--- config.mk ---
export PLATFORM = sky130hd
export DESIGN_NAME = atmega_pcint
export DESIGN_NICKNAME = d
export VERILOG_FILES = /design/src/rtl/atmega_pcint.sv
export SDC_FILE = /design/constraint.sdc
export NUM_CORES = 1
export LEC_CHECK = 0
export CORE_MARGIN = 5
export CORE_UTILIZATION = 50
export CTS_BUF_LIST = sky130_fd_sc_hd__clkbuf_4
export DETAILED_ROUTE_END_ITERATION = 8
export PLACE_DENSITY = 0.87
export RECOVER_POWER = 100
export SYNTH_ARGS = -nofsm -noshare
export SYNTH_HDL_FRONTEND = slang
export SYNTH_SLANG_ARGS = --single-unit
--- constraint.sdc ---
create_clock -name clk_i -period 1.55 [get_ports clk_i]
set_clock_uncertainty 0.15 [all_clocks]
set_input_delay 0.155 -clock clk_i [delete_from_list [all_inputs] [get_ports clk_i]]
set_output_delay 0.155 -clock clk_i [all_outputs]
set_load 0.03 [all_outputs]
--- src/rtl/atmega_pcint.sv ---
// atmega_pcint: pin-change interrupt controller for one 8-bit port group.
// Define PCINT_SYNC_EN for a two-flop synchroniser on io_i.
module atmega_pcint #(
  parameter int BUS_ADDR_DATA_LEN = 8,
  parameter int PORT_WIDTH = 8,
  parameter logic [BUS_ADDR_DATA_LEN-1:0] PCICR_ADDR =
    BUS_ADDR_DATA_LEN'('h68),
  parameter logic [BUS_ADDR_DATA_LEN-1:0] PCIFR_ADDR =
    BUS_ADDR_DATA_LEN'('h3B),
  parameter logic [BUS_ADDR_DATA_LEN-1:0] PCMSK_ADDR =
    BUS_ADDR_DATA_LEN'('h6B),
  parameter logic [BUS_ADDR_DATA_LEN-1:0] PCCAP_ADDR =
    BUS_ADDR_DATA_LEN'('h6C),
  parameter int GROUP_BIT = 0
) (
  input  logic                         clk_i,
  input  logic                         rst_i,
  input  logic [BUS_ADDR_DATA_LEN-1:0] addr_i,
  input  logic                         wr_i,
  input  logic                         rd_i,
  input  logic [7:0]                   bus_i,
  output logic [7:0]                   bus_o,
  input  logic [PORT_WIDTH-1:0]        io_i,
  input  logic                         int_ack_i,
  output logic                         irq_o
);

  logic [PORT_WIDTH-1:0] s;
  logic [PORT_WIDTH-1:0] last;
  logic [PORT_WIDTH-1:0] pcmsk;
  logic [PORT_WIDTH-1:0] pccap;
  logic [PORT_WIDTH-1:0] pccap_n;
  logic [PORT_WIDTH-1:0] chg;
  logic                  primed;
  logic                  pcie;
  logic                  pcie_n;
  logic                  pcif;
  logic                  pcif_n;
  logic                  wr_pcicr;
  logic                  wr_pcifr;
  logic                  wr_pcmsk;
  logic                  clr;

  // Input stage runs through reset so `last` primes to a settled level.
`ifdef PCINT_SYNC_EN
  logic [PORT_WIDTH-1:0] meta;

  always_ff @(posedge clk_i) begin
    meta <= io_i;
    s    <= meta;
  end
`else
  always_ff @(posedge clk_i) begin
    s <= io_i;
  end
`endif

  assign wr_pcicr = wr_i && (addr_i == PCICR_ADDR);
  assign wr_pcifr = wr_i && (addr_i == PCIFR_ADDR);
  assign wr_pcmsk = wr_i && (addr_i == PCMSK_ADDR);

  assign clr = int_ack_i || (wr_pcifr && bus_i[GROUP_BIT]);
  assign chg = (s ^ last) & pcmsk & {PORT_WIDTH{primed}};

  assign pcif_n  = (|chg) || (pcif && !clr);
  assign pccap_n = (clr ? '0 : pccap) | chg;
  assign pcie_n  = wr_pcicr ? bus_i[GROUP_BIT] : pcie;

  always_ff @(posedge clk_i) begin
    if (!rst_i) begin
      last   <= '0;
      primed <= 1'b0;
      pcie   <= 1'b0;
      pcif   <= 1'b0;
      pcmsk  <= '0;
      pccap  <= '0;
      irq_o  <= 1'b0;
    end else begin
      last   <= s;
      primed <= 1'b1;
      pcie   <= pcie_n;
      pcif   <= pcif_n;
      pccap  <= pccap_n;
      irq_o  <= pcif_n && pcie_n;
      if (wr_pcmsk) begin
        pcmsk <= bus_i[PORT_WIDTH-1:0];
      end
    end
  end

  always_comb begin
    bus_o = '0;
    if (rd_i && rst_i) begin
      unique case (1'b1)
        addr_i == PCICR_ADDR: bus_o[GROUP_BIT] = pcie;
        addr_i == PCIFR_ADDR: bus_o[GROUP_BIT] = pcif;
        addr_i == PCMSK_ADDR: bus_o[PORT_WIDTH-1:0] = pcmsk;
        addr_i == PCCAP_ADDR: bus_o[PORT_WIDTH-1:0] = pccap;
        default: ;
      endcase
    end
  end

endmodule

; Word level (Yosys, flattened, before mapping)
; Index checks and enable logic that the tools add are counted.
[word_totals]
register_bits = 36
latchBits = 0
ramBits = 0
rom_bits = 0
input_bits = 29
word_cells = 33
n_memories = 0
[classes]
n_addsub = 0
multipliers = 0
div_mod_pow = 0
order_cmp = 0
eq_ne = 4
shift = 0
mux = 6
bitwise_logic = 4
reduce_logical = 11
[ops]
columns = op, n
row1 = $eq A8 B7 Y1 const B, 3
row2 = $and A8 B8 Y8, 2
row3 = $mux W8, 2
row4 = $pmux W7 S2, 1
row5 = $eq A8 B6 Y1 const B, 1
row6 = $or A8 B8 Y8, 1
row7 = $reduce_or A8 Y1, 1
row8 = $xor A8 B8 Y8, 1
row9 = $logic_and A1 B1 Y1, 7
row10 = $pmux W1 S4, 1
row11 = $logic_or A1 B1 Y1, 2
row12 = $mux W1, 2
row13 = $logic_not A1 Y1, 1

; Depth between registers and ports, before layout
; Gate-level depths: netlist (run 1).
[logic_depth]
depth_word = 8
ltp_mapped = 7

; Worst setup path after synthesis (run 1)
; No wires, ideal clock.
[synth_path]
path_type = input to output
startpoint = input port addr_i[7]
endpoint = output port bus_o[2]
arrival_time_ns = 1.333
setup_slack_ns = -0.088
path_stages = 7
path_buffers = 3
path_cell_list = and3b_1 -> buf_4 -> and3_4 -> buf_6 -> buf_12 -> a22oi_2 -> nor2_1
[synth_between]
elab_chain_cells = 3
word_cells_on_any_way = 4
classes_between = eq/ne (2) / mux (2)
[synth_rtl]
columns = element, line_no
row1 = start: declaration, 18  ; input logic [BUS_ADDR_DATA_LEN-1:0] addr_i,
row2 = "$eq A8 B7 Y1, on equally long branches", "98, 97"
row3 = $pmux W7 S2 *, 94  ; unique case (1'b1)
row4 = $mux W8 *, 93  ; if (rd_i && rst_i) begin
row5 = end: declaration, 22  ; output logic [7:0] bus_o,
; Mark *: on every way between the ends. The rest lies on a longest branch, timed or not.

; Worst setup path in the final report (run 1)
[layout_path]
startpoint = register pcmsk[0]
endpoint = output port bus_o[0]
[layout_between]
elab_chain_cells = 2
[layout_rtl]
columns = element, line_no
row1 = start: declaration, 30  ; logic [PORT_WIDTH-1:0] pcmsk;
row2 = start signal: assignment, 86  ; pcmsk <= bus_i[PORT_WIDTH-1:0];
row3 = $pmux W1 S4, 94
row4 = $mux W8, 93
; No other way between the ends.

==> impl_metrics.tcl, run 1 <==
set metrics [dict create \
    post_synth_instance_area_mm2 0.00153 \
    place_area_mm2 0.00198 \
    stdcell_area_mm2 0.00220 \
    power.switching_w 0.000415 \
    synthesis.instances 152 \
    synth_enable_flop_cells 0 \
    grt_use_met3_pct 7.69 \
    max-slew-margin-rel_pct 75.5 \
    timing.critical_path.required_ps 1240 \
    yosys.cell_types.count 36 \
    detail_route.vias_per_cell 5.76 \
    run_status "finished with violations" \
    fin_tns_setup_ps -297 \
    cp.arrival_ps 1340 \
    ys_ff_latch 36 \
    drt_pass1_iterations 4 \
    grt_first_pass_wirelength_mm 6.90 \
    placement.io_buffers 37 \
    clock_sinks 36 \
    via_count_of_the_first_global_routing_pass 1525 \
    finish.net_count 241 \
    ys_warn_count 0 \
    dieWidth_um 65.3 \
    synth_area_leaders "sky130_fd_sc_hd__dfxtp_1 (47%), sky130_fd_sc_hd__a22oi_2 (5.7%), sky130_fd_sc_hd__and2_1 (4.9%), sky130_fd_sc_hd__nor2_1 (4.9%), sky130_fd_sc_hd__a21oi_1 (3.6%)" \
    synth_common_cells "sky130_fd_sc_hd__dfxtp_1 (36), sky130_fd_sc_hd__nor2_1 (20), sky130_fd_sc_hd__nand2_1 (13), sky130_fd_sc_hd__and2_1 (12), sky130_fd_sc_hd__a21oi_1 (11)" \
    final_hold_viol_count 0 \
    internal-power_w 0.00126 \
    failed_checks "setup timing" \
    power.static_leakage_nw 0.840 \
    yosysTopAreaCell "sky130_fd_sc_hd__dfxtp_1" \
    ctsLongestPathBuffers 2 \
    seqPwrFrac_pct 57.5 \
    overflow 0 \
    cts_hold_buf 0 \
    ff2ff_path_depth 5 \
    yosys_most_used_dff "sky130_fd_sc_hd__dfxtp_1" \
    post-route-worst-setup-slack_ps -91.7 \
    io_pins 38 \
    global_route.peak_usage_layer "met2" \
    grt_setup_unrepaired "true" \
    syn-num-nets 181 \
    worstMarginPinSlew_ps 367 \
    detailedRoute.firstIterationViolations 131 \
    start_util_pct 51.0 \
    power_per_cell_area_mw_per_mm2 763 \
    fin_worst_hold_slack_ps 191 \
    use_met2_pct 40.2 \
    sw_share_pct 24.7 \
    grt_use_total_pct 21.7 \
    fp.coreArea_mm2 0.00300 \
    critPathMaxFanout 2 \
    synth.avg_cell_area_um2 10.1 \
    clock.fmax_mhz 609 \
    drv.max_cap_violation_count 0 \
    dp_hpwl_mm 2.91 \
    synthMostInstantiatedCell "sky130_fd_sc_hd__dfxtp_1" \
    grt_max_degree 20 \
    flow.area_growth_from_synthesis_pct 43.7 \
    floorplan.die_area_mm2 0.00427 \
    worstSetupStartpointType "flip-flop" \
    power_frac_comb_pct 11.2 \
    tritoncts "yes" \
    insertion_delay_ps 360 \
    drive_above_1_share_pct 38.0 \
    drcViolationCount 0 \
    final_period_minus_worst_setup_slack_ps 1640 \
    diodes 0 \
    gpl.final_weighted_congestion 0.832 \
    vdd.ir_drop.worst_v 0.000585 \
    drt-total-wl_mm 4.59 \
    clock_power_share_pct 31.3 \
    number_of_nets_with_antenna_violations_after_detailed_routing 0 \
    layout.filler_cells 212 \
    floorplan.die.height_um 65.3 \
    finalCritPeriodShare_pct 106 \
    setup.worst_path.end_class "output port" \
    vias 1417 \
    antenna_found_initial 0 \
    worstHoldPathCells 1 \
    wl_per_instance_um 18.6 \
    design_power_total_w 0.00168 \
    tritoncts_buffer_count 5 \
    setup_viol 8 \
    synth_top_area_share_pct 47.1 \
    core.rowCount 20 \
    clock-root-buffer "sky130_fd_sc_hd__clkbuf_4" \
    finish.utilization_pct 73.3 \
    synthArstFlopShare_pct 0 \
    synth_sequential_area_ratio_pct 47.1 \
    grt.met1_usage_pct 21.2 \
    cts.reportedPaths.clkPinSlew_ps 110 \
    critical_path_class "reg2out" \
    final-max-slew-violation-count 0 \
    clock_tree.htree_level_count 2 \
    hold_path_class "in2reg" \
]
==> cell families after synthesis <==
| family | after synthesis | share of synthesized area, % |
|---|---|---|
| flops | 36 | 47.1 |
| buf+inv | 8 | 4.58 |
| mux | 2 | 1.39 |
| simple gates | 66 | 24.0 |
| compound gates | 32 | 18.4 |
| xor+xnor | 8 | 4.58 |
==> per-layer routing <==
layer | vias up | routed length, µm
li1 | 649 | -
met1 | 682 | 1640
met4 | 0 | 254
met2 | 62 | 2420
met3 | 24 | 268
met5 | - | 0
==> final cells by class <==
| type | count | area, µm² | share of cell area, % |
|---|---|---|---|
| Sequential cell | 36 | 727 | 33.0 |
| Tap cell | 33 | 41.3 | 1.88 |
| Clock inverter | 1 | 3.75 | 0.171 |
| Clock buffer | 7 | 52.6 | 2.39 |
| Timing Repair Buffer | 60 | 576 | 26.2 |
| Inverter | 1 | 3.75 | 0.171 |
| Multi-Input combinational cell | 108 | 796 | 36.2 |
==> critical path, stage by stage, from the launching register on <==
cell,delay (ps)
sky130_fd_sc_hd__dfxtp_2,360
sky130_fd_sc_hd__a22o_1,190
sky130_fd_sc_hd__nand3_2,110
sky130_fd_sc_hd__a21oi_2,170
sky130_fd_sc_hd__buf_6,150
==> timing repair <==
| item | in CTS | in global routing |
|---|---|---|
| setup buffers | 7 | 2 |
| pin swaps | 9 | 10 |
| endpoints found under the setup margin | 13 | 10 |
| resized for setup | 45 | 16 |
==> final timing paths <==
| path | start | to | slack (ps) |
|---|---|---|---|
| max | pcmsk[0]$_SDFFE_PN0P_ | bus_o[0] | -90 |
| min | io_i[0] | s[0]$_DFF_P_ | 190 |
| max reg2reg | pcmsk[0]$_SDFFE_PN0P_ | irq_o$_SDFF_PN0_ | 70 |
| min reg2reg | s[6]$_DFF_P_ | last[6]$_SDFF_PN0_ | 340 |
==> power groups by stage <==
stage	Combinational [W]	Sequential [W]	Clock, W
after floorplan	0.0000681	0.000980	0
after global placement	0.000167	0.000984	0
after detailed placement	0.000174	0.000986	0
after CTS	0.000180	0.000964	0.000514
after global routing	0.000198	0.000968	0.000583
final	0.000188	0.000965	0.000526
==> registers in the layout, summed over array words and instances, names as in the netlist <==
| register | count |
|---|---|
| irq_o | 1 |
| s | 8 |
| last | 8 |
| pcie | 1 |
| primed | 1 |
| pccap | 8 |
| pcmsk | 8 |
| pcif | 1 |
==> per-stage QoR <==
step	setup slack [ps]	cells
2_1_floorplan	44.8	152
3_3_place_gp	-421	229
3_5_place_dp	-470	229
4_1_cts	3.41	244
5_1_grt	-144	246
6_report	-91.7	246
==> cells in the final DEF (no fill, tap or decap), types with 2 or more instances in the layout <==
cell type and instances:
sky130_fd_sc_hd__and3_4 2, sky130_fd_sc_hd__buf_4 18, sky130_fd_sc_hd__buf_6 13, sky130_fd_sc_hd__clkdlybuf4s15_1 3, sky130_fd_sc_hd__nor2_1 13, sky130_fd_sc_hd__and2_1 8
sky130_fd_sc_hd__dlygate4sd3_1 9, sky130_fd_sc_hd__a32oi_1 2, sky130_fd_sc_hd__dfxtp_1 31, sky130_fd_sc_hd__clkdlybuf4s50_1 11, sky130_fd_sc_hd__xnor2_1 4, sky130_fd_sc_hd__nand3_2 5
sky130_fd_sc_hd__a21oi_1 13, sky130_fd_sc_hd__and2_0 4, sky130_fd_sc_hd__dfxtp_2 5, sky130_fd_sc_hd__and3b_2 2, sky130_fd_sc_hd__a22oi_1 3, sky130_fd_sc_hd__nand3_1 5
sky130_fd_sc_hd__clkbuf_4 7, sky130_fd_sc_hd__a22oi_2 7, sky130_fd_sc_hd__nor4b_4 2, sky130_fd_sc_hd__nand2_1 13, sky130_fd_sc_hd__nor2_2 7, sky130_fd_sc_hd__xor2_1 4
No activity file was read; power rests on OpenSTA's default activity.
==> run 2, diff against run 1 <==
- PLACE_DENSITY: 0.87 -> 0.78
==> run 2 against run 1 <==
  * The flow still finishes with violations (setup timing)
  * Sequential power about the same
  * Clock power down 5.3%
  * Non-clock buffer count down 1
  * First-iteration DRC count down 33%
  * Global-route usage down 1.4 points
  * Wire length down 14%
  * Combinational power down 7%
  * Utilization down 2.5 points
  * Critical endpoint unchanged
  * Highest routed layer unchanged
==> impl_metrics.tcl, run 2 (synthesis gave the netlist of run 1 again) <==
set metrics [dict create \
    grt_use_total_pct 20.2 \
    antenna_found_initial 0 \
    critical_path.reg2reg.endpoint "irq_o$_SDFF_PN0_" \
    run_status "finished with violations" \
    number_of_nets_with_antenna_violations_after_detailed_routing 0 \
    grt_max_degree 20 \
    final_period_minus_worst_setup_slack_ps 1570 \
    timing.critical_path.required_ps 1240 \
    pre_cts_slack_ps -441 \
    ff2ff_path_depth 4 \
    clock-root-buffer "sky130_fd_sc_hd__clkbuf_4" \
    critPathMaxFanout 2 \
    clock.fmax_mhz 638 \
    wl_per_instance_um 16.0 \
    final_cell_mix "sky130_fd_sc_hd__dfxtp_1 (32), sky130_fd_sc_hd__buf_4 (15), sky130_fd_sc_hd__nand2_1 (13), sky130_fd_sc_hd__nor2_1 (13), sky130_fd_sc_hd__clkdlybuf4s50_1 (11)" \
    dieWidth_um 65.3 \
    wl_met2_mm 2.11 \
    dp.cells 234 \
    min-delay-start "io_i[5]" \
    via_count_of_the_first_global_routing_pass 1453 \
    detail_route.vias_per_cell 5.50 \
    setup.worst_path.end_class "output port" \
    drv.max_cap_violation_count 0 \
    met1_length_mm 1.54 \
    detailedRoute.firstIterationViolations 88 \
    drt-total-wl_mm 3.94 \
    ctsLongestPathBuffers 2 \
    worstMarginPinSlew_ps 411 \
    overflow 0 \
    drt_pass1_iterations 4 \
    failed_checks "setup timing" \
    gpl.final_weighted_congestion 0.844 \
    cp.arrival_ps 1260 \
    clock_tree.htree_level_count 2 \
    finish.cell_count_without_fillers 246 \
    drive_above_1_share_pct 36.6 \
    io_pins 38 \
    fin_tns_setup_ps -21.7 \
    layout.cells.most_common "sky130_fd_sc_hd__dfxtp_1" \
    setup_viol 2 \
    tritoncts "yes" \
    whs_endpoint "s[5]$_DFF_P_" \
    floorplan.die.height_um 65.3 \
    r2r_slack_ps 70 \
    diodes 0 \
    power_per_cell_area_mw_per_mm2 770 \
    crit_chain "a22o_1 -> nand3_2 -> a21oi_2 -> buf_6" \
    crit_family "flip-flops" \
    dp_hpwl_mm 2.84 \
    floorplan.die_area_mm2 0.00427 \
    fp.coreArea_mm2 0.00300 \
    finish.net_count 241 \
    grt_first_pass_wirelength_mm 6.46 \
    insertion_delay_ps 340 \
    final_hold_viol_count 0 \
    cts.reportedPaths.clkPinSlew_ps 100 \
    layout.filler_cells 243 \
    vdd.ir_drop.worst_v 0.000497 \
    power.static_leakage_nw 0.788 \
    routed-wl-met3_um 180 \
    final-max-slew-violation-count 0 \
    finish.utilization_pct 70.7 \
    buf_inv_stages_crit_path 1 \
    peak_per_stage_delay_on_the_critical_path_ps 360 \
    slowest_cell_on_the_critical_path "sky130_fd_sc_hd__dfxtp_1" \
    tritoncts_buffer_count 5 \
    hold_path_class "in2reg" \
    critical_path_class "reg2out" \
    vias 1353 \
    worstSetupStartpointType "flip-flop" \
    flow.area_growth_from_synthesis_pct 38.8 \
    worst_r2r_startpoint "primed$_DFF_P_" \
    placement.io_buffers 37 \
    top_signal_layer_used "met4" \
    post-route-worst-setup-slack_ps -17.8 \
    cts_hold_buf 0 \
    core.rowCount 20 \
    clock_sinks 36 \
    worstHoldPathCells 1 \
    drcViolationCount 0 \
    start_util_pct 51.0 \
    finalCritPeriodShare_pct 101 \
    max-slew-margin-rel_pct 72.6 \
    grt_setup_unrepaired "true" \
]
[run 2: cell types whose count changed in the layout (fill, tap and decap cells not counted), moves of 3 or more]
| cell | before | now |
|---|---|---|
| sky130_fd_sc_hd__buf_4 | 18 | 15 |
| sky130_fd_sc_hd__clkbuf_1 | 1 | 5 |
| sky130_fd_sc_hd__a21oi_1 | 13 | 10 |
| sky130_fd_sc_hd__buf_6 | 13 | 10 |
| sky130_fd_sc_hd__and2_0 | 4 | 7 |
| sky130_fd_sc_hd__a21oi_2 | 1 | 4 |
| sky130_fd_sc_hd__and2_1 | 8 | 5 |
| sky130_fd_sc_hd__buf_2 | 1 | 4 |
[run 2: worst max path at each step]
| stage | from | to | slack (ps) | cells after the start |
|---|---|---|---|---|
| floorplan | addr_i[7] | bus_o[1] | 40 | 7 |
| CTS | addr_i[0] | bus_o[1] | -5 | 6 |
| detailed placement | addr_i[1] | bus_o[1] | -440 | 6 |
| global route | addr_i[1] | bus_o[2] | -60 | 6 |
| finish | pcif$_SDFF_PN0_ | bus_o[0] | -20 | 4 |
| global placement | addr_i[1] | bus_o[4] | -370 | 6 |
[run 2: cell type report]
class / instances / area, µm² / share of cell area (%)
clock buffer: 6 / 45.0 / 2.12
sequential: 36 / 726 / 34.2
tap: 33 / 41.3 / 1.94
clock inverter: 2 / 11.3 / 0.530
timing repair buffer: 59 / 505 / 23.8
multi-input combinational: 109 / 791 / 37.2
inverter: 1 / 3.75 / 0.177
[run 2: metrics by stage]
stage                     instance area [µm²]  power (W)  hold WS (ps)
after global placement                   2020    0.00116           314
after floorplan                          1550    0.00105          32.7
after detailed placement                 2020    0.00117           320
final                                    2120    0.00164           203
after CTS                                2120    0.00166          83.5
after global routing                     2120    0.00171           174
[run 2: layer usage]
layer,track usage [%],vias to the layer above
met2,37.0,35
met3,5.81,13
met1,21.3,650
li1,-,655
met5,0,-
met4,8.81,0
[run 2: power breakdown]
| part | leakage, nW | internal, W | switching [W] |
|---|---|---|---|
| clock network | 0.0293 | 0.000190 | 0.000308 |
| registers | 0.297 | 0.000949 | 0.0000149 |
| logic | 0.461 | 0.0000985 | 0.0000751 |
[run 2: repair_timing]
item,in CTS,in global routing
cloned,1,0
pin swaps,10,8
buffers inserted,2,1
gates resized for setup,40,11
endpoints found under the setup margin,9,10
==> run 3, diff against run 2 <==
--- a/constraint.sdc
+++ b/constraint.sdc
@@ -4,2 +4,2 @@
 set_output_delay 0.155 -clock clk_i [all_outputs]
-set_load 0.03 [all_outputs]
+set_load 0.01 [all_outputs]
==> run 3 against run 2 <==
  * The flow still finishes with violations (setup timing)
  * Sequential share of layout area shrank 0.46 points
  * Critical path depth grew 3
  * Power grew 7.8%
  * Combinational power is essentially flat
  * Sequential power is essentially flat
  * Flip-flop and latch count is the same
  * Global-route usage is essentially flat
  * Clock power grew 25%
  * Critical endpoint is now bus_o[7]
  * Largest cell class unchanged
==> impl_metrics.tcl, run 3 (synthesis gave the netlist of run 1 again) <==
set metrics [dict create \
    run_status "finished with violations" \
    failed_checks "setup timing" \
    core.rowCount 20 \
    final_hold_viol_count 0 \
    tritoncts "yes" \
    dieWidth_um 65.3 \
    stdcell_area_mm2 0.00215 \
    io_pins 38 \
    clock-root-buffer "sky130_fd_sc_hd__clkbuf_4" \
    floorplan.die_area_mm2 0.00427 \
    grt_first_pass_wirelength_mm 6.49 \
    crit_family "simple AND/OR/NAND/NOR gates" \
    ctsLongestPathBuffers 2 \
    layout.filler_cells 226 \
    final-max-slew-violation-count 0 \
    power_per_cell_area_mw_per_mm2 819 \
    ff2ff_path_depth 4 \
    cp.arrival_ps 1270 \
    power.static_leakage_nw 0.867 \
    dp_hpwl_mm 2.76 \
    r2r_slack_ps 90 \
    critPathMaxFanout 5 \
    vdd.ir_drop.worst_v 0.000628 \
    design_power_total_w 0.00176 \
    grt_max_degree 20 \
    grt_setup_unrepaired "true" \
    setup.worst_path.end_class "output port" \
    drt_pass1_iterations 4 \
    critical_path.reg2reg.endpoint "pcif$_SDFF_PN0_" \
    finish.net_count 247 \
    finalCritPeriodShare_pct 101 \
    setup_viol 2 \
    final_cell_mix "sky130_fd_sc_hd__dfxtp_1 (32), sky130_fd_sc_hd__buf_4 (25), sky130_fd_sc_hd__nor2_1 (20)" \
    insertion_delay_ps 340 \
    grt_use_total_pct 20.2 \
    fp.coreArea_mm2 0.00300 \
    worstHoldPathCells 1 \
    antenna_found_initial 0 \
    flow.area_growth_from_synthesis_pct 40.6 \
    final_period_minus_worst_setup_slack_ps 1570 \
    pre_cts_slack_ps -834 \
    layout.cells.most_common "sky130_fd_sc_hd__dfxtp_1" \
    crit_chain "clkdlybuf4s15_1 -> and3b_2 -> and3_4 -> buf_6 -> a22oi_2 -> nor2_1 -> buf_2" \
    drv.max_cap_violation_count 0 \
    cts.reportedPaths.clkPinSlew_ps 100 \
    critical_path_class "in2out" \
    buf_inv_stages_crit_path 3 \
    drt-total-wl_mm 3.88 \
    place_area_mm2 0.00199 \
    tritoncts_buffer_count 5 \
    min-delay-start "io_i[1]" \
    timing.critical_path.required_ps 1240 \
    worstMarginPinSlew_ps 505 \
    detailedRoute.firstIterationViolations 105 \
    peak_per_stage_delay_on_the_critical_path_ps 240 \
    hold_path_class "in2reg" \
    slowest_cell_on_the_critical_path "sky130_fd_sc_hd__and3b_2" \
    wl_per_instance_um 15.4 \
    gpl.final_weighted_congestion 0.838 \
    clock_tree.htree_level_count 2 \
    post-route-worst-setup-slack_ps -22.2 \
    overflow 0 \
    clock.fmax_mhz 636 \
    finish.utilization_pct 71.7 \
    number_of_nets_with_antenna_violations_after_detailed_routing 0 \
    detail_route.vias_per_cell 5.48 \
    floorplan.die.height_um 65.3 \
    max-slew-margin-rel_pct 66.4 \
    placement.io_buffers 37 \
    worst_r2r_startpoint "primed$_DFF_P_" \
    drcViolationCount 0 \
    cts_hold_buf 0 \
    start_util_pct 51.0 \
    via_count_of_the_first_global_routing_pass 1424 \
    vias 1382 \
    worstSetupStartpointType "input port" \
    drive_above_1_share_pct 35.6 \
    whs_endpoint "s[1]$_DFF_P_" \
    clock_sinks 36 \
    diodes 0 \
]
run 3: cell count changes in the layout (fill, tap and decap cells not counted), moves of 2 or more:
cell	change
sky130_fd_sc_hd__clkbuf_1	-4
sky130_fd_sc_hd__buf_2	+6
sky130_fd_sc_hd__and2_1	+5
sky130_fd_sc_hd__clkbuf_4	-2
sky130_fd_sc_hd__nor2_1	+7
sky130_fd_sc_hd__nor2_2	-7
sky130_fd_sc_hd__and2_0	-5
sky130_fd_sc_hd__buf_6	-6
sky130_fd_sc_hd__buf_4	+10
run 3: worst max path at each step:
stage / start / slack [ps] / to / cells past startpoint
floorplan: primed$_DFF_P_ / 150 / irq_o$_SDFF_PN0_ / 5
global placement: addr_i[1] / -780 / bus_o[5] / 6
detailed placement: addr_i[1] / -830 / bus_o[5] / 6
CTS: addr_i[4] / -20 / bus_o[5] / 7
global route: addr_i[0] / -80 / bus_o[7] / 7
finish: addr_i[5] / -20 / bus_o[7] / 7
run 3: area by class of cell:
cell class                      count  area, µm²  area share, %
Sequential cell                    36        726           33.7
Timing Repair Buffer               66        546           25.3
Tap cell                           33       41.3           1.92
Inverter                            1       3.75          0.174
Clock inverter                      3       37.5           1.74
Multi-Input combinational cell    108        761           35.3
Clock buffer                        5       37.5           1.74
run 3: metrics by stage:
stage,hold slack [ps],instances,setup TNS [ps]
finish,209,252,-31.4
global route,189,252,-396
global placement,314,230,-11130
detailed placement,327,230,-12130
CTS,87.2,250,-27.0
floorplan,32.7,152,0
run 3: timing repair:
item | CTS | global route
setup endpoints to repair | 11 | 10
resized for setup | 68 | 7
pin swaps | 10 | 12
setup buffers | 12 | 2
run 3: routing by layer:
layer / routed length [µm] / vias up / global-route usage, % / share of wire, %
li1: - / 662 / - / -
met1: 1410 / 665 / 20.8 / 36
met2: 2100 / 44 / 36.3 / 54
met3: 278 / 11 / 6.32 / 7.2
met4: 85 / 0 / 10.4 / 2.2
met5: 0 / - / 0 / 0
run 3: power breakdown:
group          switching, W  total [W]  internal, W
Sequential        0.0000147   0.000964     0.000949
Combinational     0.0000708   0.000176     0.000105
Clock              0.000294   0.000623     0.000329
